$ cat config.mk
export PLATFORM = sky130hd
export DESIGN_NAME = multicycle_control
export DESIGN_NICKNAME = d
export VERILOG_FILES = /design/src/rtl/mips_ctrl_pkg.sv /design/src/rtl/mips_alu_decode.sv /design/src/rtl/multicycle_control.sv
export SDC_FILE = /design/constraint.sdc
export NUM_CORES = 1
export LEC_CHECK = 0
export BUFFER_PORTS_ARGS = -buffer_cell sky130_fd_sc_hd__buf_2
export CAP_MARGIN = 20
export CORE_MARGIN = 2
export CORE_UTILIZATION = 45
export CTS_BUF_LIST = sky130_fd_sc_hd__clkbuf_16
export DETAILED_ROUTE_END_ITERATION = 12
export HOLD_SLACK_MARGIN = 0.15
export PLACE_DENSITY_LB_ADDON = 0.25
export SLEW_MARGIN = 40
export SYNTH_ARGS = -nofsm -noshare
export SYNTH_HDL_FRONTEND = slang
export SYNTH_SLANG_ARGS = --single-unit
export TNS_END_PERCENT = 50
$ cat constraint.sdc
create_clock -name clk -period 1.6 [get_ports clk]
set_clock_uncertainty 0.05 [all_clocks]
set_input_delay 0.16 -clock clk [delete_from_list [all_inputs] [get_ports clk]]
set_output_delay 0.16 -clock clk [all_outputs]
set_load 0.01 [all_outputs]
$ cat src/rtl/mips_ctrl_pkg.sv
// Shared definitions for the multi-cycle MIPS control unit.
//   - opcode / funct constants for the supported instruction subset
//   - ALU operation codes driven on alu_op
//   - FSM state enum, trap cause encoding
//   - ctrlOutT: every datapath control signal in one bundle
package mips_ctrl_pkg;

  localparam int ALU_CODE_W = 4;

  // Opcodes (instr[31:26])
  localparam logic [5:0] OP_RTYPE = 6'h00;
  localparam logic [5:0] OP_J     = 6'h02;
  localparam logic [5:0] OP_BEQ   = 6'h04;
  localparam logic [5:0] OP_ADDI  = 6'h08;
  localparam logic [5:0] OP_ADDIU = 6'h09;
  localparam logic [5:0] OP_LW    = 6'h23;
  localparam logic [5:0] OP_SW    = 6'h2B;

  // R-type functs (instr[5:0])
  localparam logic [5:0] FN_ADD  = 6'h20;
  localparam logic [5:0] FN_ADDU = 6'h21;
  localparam logic [5:0] FN_SUB  = 6'h22;
  localparam logic [5:0] FN_SUBU = 6'h23;
  localparam logic [5:0] FN_AND  = 6'h24;
  localparam logic [5:0] FN_OR   = 6'h25;
  localparam logic [5:0] FN_SLT  = 6'h2A;

  typedef enum logic [ALU_CODE_W-1:0] {
    ALU_NOP  = 4'd0,
    ALU_ADD  = 4'd1,
    ALU_ADDU = 4'd2,
    ALU_SUB  = 4'd3,
    ALU_SUBU = 4'd4,
    ALU_AND  = 4'd5,
    ALU_OR   = 4'd6,
    ALU_SLT  = 4'd7
  } aluCodeT;

  typedef enum logic [3:0] {
    ST_RESET, ST_FETCH, ST_DECODE, ST_EXEC_R, ST_R_WB, ST_EXEC_I, ST_I_WB,
    ST_MEM_ADDR, ST_MEM_RD, ST_LOAD_WB, ST_MEM_WR, ST_BRANCH, ST_JUMP, ST_TRAP
  } ctrlStateT;

  typedef enum logic [1:0] {
    ERR_NONE    = 2'd0,
    ERR_ILLEGAL = 2'd1,
    ERR_TIMEOUT = 2'd2
  } errCauseT;

  typedef struct packed {
    logic                  memReq;
    logic                  memWe;
    logic                  iOrD;
    logic                  irWrite;
    logic                  pcWrite;
    logic [1:0]            pcSrc;
    logic                  aluSrcA;
    logic [1:0]            aluSrcB;
    logic [ALU_CODE_W-1:0] aluOp;
    logic                  regDst;
    logic                  memToReg;
    logic                  regWrite;
    logic                  instrDone;
  } ctrlOutT;

  // States that hold a memory request open.
  function automatic logic isMemState(ctrlStateT s);
    return (s == ST_FETCH) || (s == ST_MEM_RD) || (s == ST_MEM_WR);
  endfunction

endpackage

$ cat src/rtl/mips_alu_decode.sv
// R-type funct decoder.
//   funct : instr[5:0]
//   aluOp : ALU operation for the funct (ALU_NOP when illegal)
//   legal : funct is one of the supported R-type operations
module mips_alu_decode
  import mips_ctrl_pkg::*;
(
  input  logic [5:0]            funct,
  output logic [ALU_CODE_W-1:0] aluOp,
  output logic                  legal
);

  always_comb begin
    aluOp = ALU_NOP;
    legal = 1'b1;
    case (funct)
      FN_ADD:  aluOp = ALU_ADD;
      FN_ADDU: aluOp = ALU_ADDU;
      FN_SUB:  aluOp = ALU_SUB;
      FN_SUBU: aluOp = ALU_SUBU;
      FN_AND:  aluOp = ALU_AND;
      FN_OR:   aluOp = ALU_OR;
      FN_SLT:  aluOp = ALU_SLT;
      default: legal = 1'b0;
    endcase
  end

endmodule

$ cat src/rtl/multicycle_control.sv
// Multi-cycle MIPS control FSM. Sequences fetch/decode/execute/memory/
// writeback and drives all datapath selects and write enables.
//   clk, rst_n      : clock, async active-low reset (forces RESET, clears counters)
//   instr           : IR contents, stable from DECODE onward
//   alu_zero        : ALU zero flag, used only in BRANCH
//   mem_ready       : memory completes the current request this cycle
//   mem_req/mem_we/i_or_d, ir_write, pc_write/pc_src,
//   alu_src_a/alu_src_b/alu_op, reg_dst/mem_to_reg/reg_write : datapath controls
//   instr_done      : one-cycle pulse when an instruction retires
//   instr_count     : retired-instruction count (wraps)
//   err_cause       : trap cause, nonzero only while in TRAP
module multicycle_control
  import mips_ctrl_pkg::*;
#(
  parameter int ALUOP_W      = 4,
  parameter int CNT_W        = 32,
  parameter int MEM_TIMEOUT  = 0,
  parameter int HALT_ON_TRAP = 1
) (
  input  logic               clk,
  input  logic               rst_n,
  input  logic [31:0]        instr,
  input  logic               alu_zero,
  input  logic               mem_ready,
  output logic               mem_req,
  output logic               mem_we,
  output logic               i_or_d,
  output logic               ir_write,
  output logic               pc_write,
  output logic [1:0]         pc_src,
  output logic               alu_src_a,
  output logic [1:0]         alu_src_b,
  output logic [ALUOP_W-1:0] alu_op,
  output logic               reg_dst,
  output logic               mem_to_reg,
  output logic               reg_write,
  output logic               instr_done,
  output logic [CNT_W-1:0]   instr_count,
  output logic [1:0]         err_cause
);

  // The wait counter only ever needs to hold MEM_TIMEOUT-1: the access either
  // completes or traps on the wait cycle that would take it to MEM_TIMEOUT.
  localparam int WAIT_W = (MEM_TIMEOUT <= 2) ? 1 : $clog2(MEM_TIMEOUT);
  localparam logic [WAIT_W-1:0] WAIT_LAST =
    WAIT_W'((MEM_TIMEOUT == 0) ? 0 : MEM_TIMEOUT - 1);

  ctrlStateT stateQ, stateD;
  errCauseT  errQ, errD;
  ctrlOutT   ctrl;

  logic [WAIT_W-1:0]     waitCnt;
  logic [CNT_W-1:0]      cntQ;
  logic [5:0]            opcode, funct;
  logic [ALU_CODE_W-1:0] fnAluOp;
  logic                  fnLegal;
  logic                  memWait, timeout;
  logic                  unusedBits;

  assign opcode     = instr[31:26];
  assign funct      = instr[5:0];
  assign unusedBits = ^instr[25:6];

  mips_alu_decode uAluDec (
    .funct (funct),
    .aluOp (fnAluOp),
    .legal (fnLegal)
  );

  // A completing mem_ready always wins over the timeout on the same cycle,
  // since memWait is false whenever mem_ready is high.
  assign memWait = isMemState(stateQ) && !mem_ready;
  assign timeout = (MEM_TIMEOUT != 0) && memWait && (waitCnt == WAIT_LAST);

  // State, trap cause and counters
  always_ff @(posedge clk or negedge rst_n) begin
    if (!rst_n) begin
      stateQ  <= ST_RESET;
      errQ    <= ERR_NONE;
      waitCnt <= '0;
      cntQ    <= '0;
    end else begin
      stateQ <= stateD;
      errQ   <= errD;
      // Every entry into a memory state is a state change, so clearing on
      // any change gives each access a fresh wait budget.
      if (stateD != stateQ)
        waitCnt <= '0;
      else if (memWait)
        waitCnt <= waitCnt + 1'b1;
      if (ctrl.instrDone)
        cntQ <= cntQ + 1'b1;
    end
  end

  // Next state
  always_comb begin
    stateD = stateQ;
    errD   = errQ;
    case (stateQ)
      ST_RESET:  stateD = ST_FETCH;
      ST_FETCH:  if (mem_ready) stateD = ST_DECODE;
      ST_DECODE: begin
        case (opcode)
          OP_RTYPE:         stateD = fnLegal ? ST_EXEC_R : ST_TRAP;
          OP_ADDI, OP_ADDIU: stateD = ST_EXEC_I;
          OP_LW, OP_SW:     stateD = ST_MEM_ADDR;
          OP_BEQ:           stateD = ST_BRANCH;
          OP_J:             stateD = ST_JUMP;
          default:          stateD = ST_TRAP;
        endcase
        if (stateD == ST_TRAP) errD = ERR_ILLEGAL;
      end
      ST_EXEC_R:   stateD = ST_R_WB;
      ST_R_WB:     stateD = ST_FETCH;
      ST_EXEC_I:   stateD = ST_I_WB;
      ST_I_WB:     stateD = ST_FETCH;
      ST_MEM_ADDR: stateD = (opcode == OP_LW) ? ST_MEM_RD : ST_MEM_WR;
      ST_MEM_RD:   if (mem_ready) stateD = ST_LOAD_WB;
      ST_LOAD_WB:  stateD = ST_FETCH;
      ST_MEM_WR:   if (mem_ready) stateD = ST_FETCH;
      ST_BRANCH:   stateD = ST_FETCH;
      ST_JUMP:     stateD = ST_FETCH;
      ST_TRAP:     if (HALT_ON_TRAP == 0) stateD = ST_FETCH;
      default:     stateD = ST_RESET;
    endcase
    if (timeout) begin
      stateD = ST_TRAP;
      errD   = ERR_TIMEOUT;
    end
  end

  // Outputs, decoded from state plus live inputs
  always_comb begin
    ctrl = '0;
    case (stateQ)
      ST_FETCH: begin
        ctrl.memReq  = 1'b1;
        ctrl.aluSrcB = 2'd1;
        ctrl.aluOp   = ALU_ADDU;
        ctrl.irWrite = mem_ready;
        ctrl.pcWrite = mem_ready;
      end
      ST_DECODE: begin
        ctrl.aluSrcB = 2'd3;
        ctrl.aluOp   = ALU_ADDU;
      end
      ST_EXEC_R: begin
        ctrl.aluSrcA = 1'b1;
        ctrl.aluOp   = fnAluOp;
      end
      ST_R_WB: begin
        ctrl.regDst    = 1'b1;
        ctrl.regWrite  = 1'b1;
        ctrl.instrDone = 1'b1;
      end
      ST_EXEC_I: begin
        ctrl.aluSrcA = 1'b1;
        ctrl.aluSrcB = 2'd2;
        ctrl.aluOp   = (opcode == OP_ADDI) ? ALU_ADD : ALU_ADDU;
      end
      ST_I_WB: begin
        ctrl.regWrite  = 1'b1;
        ctrl.instrDone = 1'b1;
      end
      ST_MEM_ADDR: begin
        ctrl.aluSrcA = 1'b1;
        ctrl.aluSrcB = 2'd2;
        ctrl.aluOp   = ALU_ADDU;
      end
      ST_MEM_RD: begin
        ctrl.memReq = 1'b1;
        ctrl.iOrD   = 1'b1;
      end
      ST_LOAD_WB: begin
        ctrl.memToReg  = 1'b1;
        ctrl.regWrite  = 1'b1;
        ctrl.instrDone = 1'b1;
      end
      ST_MEM_WR: begin
        ctrl.memReq    = 1'b1;
        ctrl.memWe     = 1'b1;
        ctrl.iOrD      = 1'b1;
        ctrl.instrDone = mem_ready;
      end
      ST_BRANCH: begin
        ctrl.aluSrcA   = 1'b1;
        ctrl.aluOp     = ALU_SUBU;
        ctrl.pcSrc     = 2'd1;
        ctrl.pcWrite   = alu_zero;
        ctrl.instrDone = 1'b1;
      end
      ST_JUMP: begin
        ctrl.pcWrite   = 1'b1;
        ctrl.pcSrc     = 2'd2;
        ctrl.instrDone = 1'b1;
      end
      default: ;
    endcase
  end

  assign mem_req     = ctrl.memReq;
  assign mem_we      = ctrl.memWe;
  assign i_or_d      = ctrl.iOrD;
  assign ir_write    = ctrl.irWrite;
  assign pc_write    = ctrl.pcWrite;
  assign pc_src      = ctrl.pcSrc;
  assign alu_src_a   = ctrl.aluSrcA;
  assign alu_src_b   = ctrl.aluSrcB;
  assign alu_op      = ALUOP_W'(ctrl.aluOp);
  assign reg_dst     = ctrl.regDst;
  assign mem_to_reg  = ctrl.memToReg;
  assign reg_write   = ctrl.regWrite;
  assign instr_done  = ctrl.instrDone;
  assign instr_count = cntQ;
  assign err_cause   = (stateQ == ST_TRAP) ? errQ : ERR_NONE;

endmodule

==> reports/metrics.cfg, run 1 <==
[clocking]
cts_made_buffers = 5
clk-insertion-delay-late_ns = 0.28
ctsLongestPathBuffers = 2
cts.sinks = 37
cts_max_level = 2
path_clk_slew_ns = 0.06
cts_tree = built
clockRootBuffer = clkbuf_16

[drt]
drc = 0
detailroute.via_count = 2499
post_drt_via_cell_ratio = 5.44
wl_per_cell_um = 15.0
antenna_left = 0
drt-initial-drc-count = 118
dr.pass1.iters = 4
finalWirelength_um = 6880

[worst_setup_path]
critical-path-max-stage-delay_ns = 0.41
endpoint = instr_count[7]$_DFFE_PN0P_
r2r_start = stateQ[0]$_DFFE_PN0P_
crit_path_max_fanout = 6
r2r_slack_ns = -0.22
crit_slowest_cell = dfrtp_1
critical_path_required_ns = 1.69
worst-path-stages = 8
crit_chain = buf_4 > buf_4 > a21o_1 > a32oi_4 > buf_12 > buf_6 > nor3_1 > xor2_1
startpoint = stateQ[0]$_DFFE_PN0P_
path_class = reg2reg
cp_common_cell = buf_4
cp_num_buf_inv = 4
reg2reg_depth = 8
cp-end-kind = flip-flop
crit_arrival_ns = 1.91
critical_path.startpoint_type = flip-flop
cp_top_family = buffers and inverters
r2r-end = instr_count[7]$_DFFE_PN0P_

[synth]
synth_edf_count = 0
syn_area_um2 = 2350
synth-seq-area-share = 0.394
synthCells = 255
synth_top_flop_cell = dfrtp_1
syn_avg_cell_area_um2 = 9.22
synthArstFlopShare = 1.00
yosysWarningCount = 0
synth_cell_types = 51
synth-seq-cells = 37

[timing]
slew_violations = 0
worst_slack_ns = -0.221
setup_tns_ns = -7.21
worst_hold_slack_ns = 0.256
setup_viol = 44
hold_viol = 0
fmax_mhz = 549
period_needed_ns = 1.82
timing.final.crit_share = 1.14
rsz0062_at_grt = true

[finish]
ff_latch_area_um2 = 931
fillers = 368
nNetsFinal = 425
drive_above_1_share = 0.481
area_delta_synth_final_pct = 59.4
multi_input_area_um2 = 1540
diodes = 0

[power]
power.leakage_uw = 0.00209
vdd_drop_max_mv = 1.30
total_power_uw = 5000
power_density_nw_per_um2 = 1330

[grt]
grt_pass1_vias = 2379
grt_max_degree = 18
antenna_found_initial = 0
grt.overflow.total = 0
grt.total_usage = 0.229
grt_pass1_wl_um = 11000

[status]
status = complete, but fails checks
violations = setup timing

[floorplan]
fp.dieArea_um2 = 5820
io-pin-count = 88
die_x_um = 76.3
rows = 26
dieHeight_um = 76.3
initial_core_util = 0.463
design.core.area_um2 = 5070

[placement]
gp_congestion = 0.845
dp_hpwl_um = 4570
portBuffers = 65

[min_path]
hold_class = in2reg

[flow_run]
maxCapViolations = 0

## sequential cells by signal (all words and copies together), names as in the netlist
| name | flops |
|---|---|
| stateQ | 4 |
| instr_count | 32 |
| errQ | 1 |
## metal layers
metal / part of all wire / up-vias / wire length (um) / GRT usage
met5: 0 / - / 0 / 0
met4: 0.0087 / 0 / 60 / 0.0709
met3: 0.045 / 6 / 308 / 0.0320
met2: 0.51 / 77 / 3520 / 0.397
met1: 0.43 / 1225 / 2990 / 0.296
li1: - / 1191 / - / -
## cells in the final DEF (no fill, tap or decap), types with 9 or more instances in the layout
| master | synthesis | final |
|---|---|---|
| nor3_1 | 16 | 13 |
| nand3_1 | 13 | 13 |
| nor2_1 | 22 | 17 |
| nand2_1 | 22 | 20 |
| buf_2 | 4 | 64 |
| xor2_1 | 31 | 31 |
| nor4_4 | 2 | 11 |
| buf_4 | 2 | 62 |
| inv_1 | 9 | 9 |
| dfrtp_1 | 37 | 33 |
## cell usage after synthesis (all sizes together) (2+ instances only)
cell type	instances	area (um^2)
and2	2	12.5
o41ai	2	17.5
inv	9	33.8
xor2	31	272
a221o	2	20.0
a32oi	2	17.5
xnor2	2	17.5
dfrtp	37	926
nor4	17	174
nand4	8	56.3
nand2	22	82.6
a2111oi	2	17.5
nor2b	2	12.5
and3	5	31.3
a311oi	2	17.5
nor3	16	80.1
and4	5	45.0
a21oi	8	40.0
buf	10	65.1
clkbuf	4	15.0
nand3	13	65.1
o21ai	3	15.0
nor2	22	82.6
nand2b	9	56.3
## what timing repair did
| item | in CTS | in global routing |
|---|---|---|
| endpoints found under the hold margin | 37 | 0 |
| pin swaps | 3 | 5 |
| hold buffers | 1 | 0 |
| resized for setup | 25 | 16 |
| setup buffers | 11 | 4 |
| setup endpoints to repair | 45 | 46 |
| cloned | 1 | 1 |
## cell type report
| cell class | count | share of cell area |
|---|---|---|
| well taps | 70 | 0.0234 |
| multi-input cells | 195 | 0.411 |
| flip-flops and latches | 37 | 0.248 |
| inverters | 9 | 0.00968 |
| clock buffers | 5 | 0.0334 |
| clock inverters | 3 | 0.0100 |
| repair buffers | 140 | 0.264 |
## stage by stage
stage | utilization | cells | cell area [um^2] | setup WS (ns)
3_5_place_dp | 0.640 | 433 | 3250 | -0.141
3_3_place_gp | 0.640 | 433 | 3250 | -0.0812
2_1_floorplan | - | 256 | 2470 | -0.0934
6_report | 0.739 | 459 | 3750 | -0.221
4_1_cts | 0.711 | 454 | 3610 | -0.223
5_1_grt | 0.739 | 459 | 3750 | -0.292
## where the power goes
part           internal [uW]  switching [uW]  total, uW
sequential              1050            93.6       1140
clock                    724             365       1090
combinational           1340            1430       2770
## worst register-to-register path, delay by kind of cell, from the launching register on
kind	cells	cell delay [ns]
AO/OA/AOI/OAI	2	0.40
flip-flops	1	0.41
buffers and inverters	4	0.60
XOR/XNOR	1	0.16
AND/OR/NAND/NOR	1	0.07
## how the worst min path moves through the flow
stage	from	endpoint	slack, ns	cells past startpoint
floorplan	rst_n	errQ[0]$_DFFE_PN0P_	-0.19	0
global placement	rst_n	instr_count[17]$_DFFE_PN0P_	0.06	1
detailed placement	rst_n	instr_count[17]$_DFFE_PN0P_	0.06	1
CTS	instr[30]	stateQ[1]$_DFFE_PN0P_	0.21	3
global route	instr[27]	errQ[0]$_DFFE_PN0P_	0.26	3
finish	instr[30]	stateQ[1]$_DFFE_PN0P_	0.26	3
## kinds of logic after synthesis
| kind of cell | Yosys count | synth area share |
|---|---|---|
| and+or+nand+nor | 124 | 0.308 |
| DFF | 37 | 0.394 |
| AOI/OAI and AO/OA | 34 | 0.111 |
| xor gates and xnor gates | 33 | 0.123 |
| buffers and inverters | 24 | 0.0527 |
| adders and majority gates | 1 | 0.00532 |
| other | 1 | 0.00160 |
| muxes | 1 | 0.00479 |
Power figures use the tool's default switching activity.
==> inputs of run 2 (changes only) <==
Clock period 1.6 ns to 1.73 ns, I/O delays scaled along.
==> reports/metrics.cfg, run 2 (same netlist as run 1, synthesis figures left out) <==
[status]
status = complete, but fails checks  ; unchanged
violations = setup timing  ; unchanged

[floorplan]
io-pin-count = 88  ; unchanged
dieHeight_um = 76.3  ; unchanged
initial_core_util = 0.463  ; unchanged
rows = 26  ; unchanged
fp.dieArea_um2 = 5820  ; unchanged
die_x_um = 76.3  ; unchanged
design.core.area_um2 = 5070  ; unchanged

[drt]
antenna_left = 0  ; unchanged
finalWirelength_um = 8140  ; was 6880 um
post_drt_via_cell_ratio = 5.79  ; was 5.44
detailroute.via_count = 2610  ; was 2499
dr.pass1.iters = 5  ; was 4
wl_per_cell_um = 18.1  ; was 15.0 um
drt-initial-drc-count = 173  ; was 118
drc = 0  ; unchanged

[worst_setup_path]
cp_top_family = flip-flops  ; was buffers and inverters
crit_slowest_cell = dfrtp_2  ; was dfrtp_1
critical-path-max-stage-delay_ns = 0.45  ; was 0.41 ns
r2r_start = stateQ[0]$_DFFE_PN0P_  ; unchanged
crit_arrival_ns = 2.03  ; was 1.91 ns
crit_chain = buf_6 > a21oi_4 > a32oi_4 > buf_6 > buf_6 > nor4_2 > xor2_1  ; was buf_4 > buf_4 > a21o_1 > a32oi_4 > buf_12 > buf_6 > nor3_1 > xor2_1
cp-end-kind = flip-flop  ; unchanged
r2r_slack_ns = -0.15  ; was -0.22 ns
path_class = reg2reg  ; unchanged
reg2reg_depth = 7  ; was 8
r2r-end = instr_count[25]$_DFFE_PN0P_  ; was instr_count[7]$_DFFE_PN0P_
cp_common_cell = buf_6  ; was buf_4
critical_path.startpoint_type = flip-flop  ; unchanged
crit_path_max_fanout = 4  ; was 6
critical_path_required_ns = 1.89  ; was 1.69 ns
cp_num_buf_inv = 3  ; was 4

[power]
power_density_nw_per_um2 = 1290  ; was 1330 nW/um^2
power.leakage_uw = 0.00208  ; was 0.00209 uW
total_power_uw = 4900  ; was 5000 uW
vdd_drop_max_mv = 0.677  ; was 1.30 mV

[placement]
dp_cells = 416  ; was 433
gp_congestion = 0.846  ; was 0.845
place_area_um2 = 3000  ; was 3250 um^2
dp_slack_ns = -0.0497  ; was -0.141 ns
dp_hpwl_um = 4480  ; was 4570 um
portBuffers = 65  ; unchanged

[clocking]
cts_max_level = 2  ; unchanged
cts_tree = built  ; unchanged
cts.sinks = 37  ; unchanged
cts_made_buffers = 5  ; unchanged
clk-insertion-delay-late_ns = 0.28  ; about the same
clockRootBuffer = clkbuf_16  ; unchanged
ctsLongestPathBuffers = 2  ; unchanged
path_clk_slew_ns = 0.06  ; about the same

[grt]
grt_pass1_wl_um = 11800  ; was 11000 um
grt_pass1_vias = 2453  ; was 2379
antenna_found_initial = 0  ; unchanged
grt_max_degree = 16  ; was 18
grt.overflow.total = 0  ; unchanged
grt.total_usage = 0.252  ; was 0.229

[finish]
nNetsFinal = 417  ; was 425
stdcell_area_um2 = 3800  ; was 3750 um^2
diodes = 0  ; unchanged
largest_reg_flops = 32  ; unchanged
mostFrequentLayoutCell = buf_2  ; unchanged
area_delta_synth_final_pct = 61.5  ; was 59.4%
layout_common_cells = buf_2, buf_4, dfrtp_1, xor2_1, nand2_1  ; unchanged
drive_above_1_share = 0.501  ; was 0.481
instances_no_fill = 451  ; was 459

[timing]
rsz0062_at_grt = true  ; unchanged
fmax_mhz = 533  ; was 549 MHz
period_needed_ns = 1.88  ; was 1.82 ns
setup_viol = 35  ; was 44
slew_violations = 0  ; unchanged
hold_viol = 0  ; unchanged
timing.final.crit_share = 1.08  ; was 1.14
worst_slack_ns = -0.146  ; was -0.221 ns
worstMarginPinSlew_ns = 0.538
slew_headroom = 0.640

[min_path]
hold_class = in2reg  ; unchanged
hold_depth = 3  ; unchanged
worstHoldStart = instr[30]  ; unchanged
min_to = stateQ[1]$_DFFE_PN0P_  ; unchanged

[flow_run]
maxCapViolations = 0  ; unchanged

-- run 2: changes by cell type in the layout (fill, tap and decap cells not counted), sizes merged --
cell,previous run,this run
buf,138,130
clkinv,1,0
bufinv,1,2
-- run 2: stage by stage --
stage | TNS (ns) | hold WS, ns | util
after floorplan | -0.0148 | -0.173 | -
after global placement | -0.00279 | 0.0411 | 0.592
after detailed placement | -0.200 | 0.0477 | 0.592
after CTS | -0.758 | 0.215 | 0.691
after global routing | -4.01 | 0.227 | 0.748
final | -2.73 | 0.225 | 0.748
-- run 2: final cells by class --
type                    count  area, um^2
fillers                   347        1280
flip-flops and latches     37         932
inverters                   9        36.3
well taps                  70        87.6
clock inverters             3        68.8
multi-input cells         195        1560
clock buffers               5         125
repair buffers            132         986
-- run 2: per-layer routing --
metal  global-route usage  vias up  share of wire
li1                     -     1175              -
met1                0.313     1284           0.41
met2                0.443      127           0.51
met3               0.0450       24          0.054
met4               0.0855        0          0.028
met5                    0        -              0
-- run 2: tightest hold or removal path, stage by stage --
cell and delay (ns):
buf_2 0.14, a221o_1 0.13, o21ai_0 0.07
-- run 2: timing repair --
item | in CTS | in global routing
pin swaps | 7 | 15
gates cloned | 1 | 1
setup endpoints to repair | 12 | 37
hold endpoints to repair | 37 | 0
setup buffers | 17 | 8
hold buffers | 1 | 0
resized for setup | 33 | 44
-- run 2: report_power, final --
part           leakage [uW]  switching [uW]  internal (uW)
sequential         0.000486             132            971
clock             0.0000944             368            831
combinational       0.00150            1370           1230
total               0.00208            1870           3030
-- run 2: worst max path at each step --
stage                                   to                         from  slack (ns)  depth (start not counted)
2_1_floorplan  instr_count[21]$_DFFE_PN0P_  instr_count[11]$_DFFE_PN0P_      -0.002                          5
3_3_place_gp   instr_count[27]$_DFFE_PN0P_  instr_count[10]$_DFFE_PN0P_      -0.003                          4
3_5_place_dp   instr_count[28]$_DFFE_PN0P_  instr_count[12]$_DFFE_PN0P_       -0.05                          5
4_1_cts                          alu_op[1]        stateQ[0]$_DFFE_PN0P_       -0.05                          6
5_1_grt        instr_count[26]$_DFFE_PN0P_        stateQ[1]$_DFFE_PN0P_       -0.19                          7
6_report       instr_count[25]$_DFFE_PN0P_        stateQ[0]$_DFFE_PN0P_       -0.15                          7
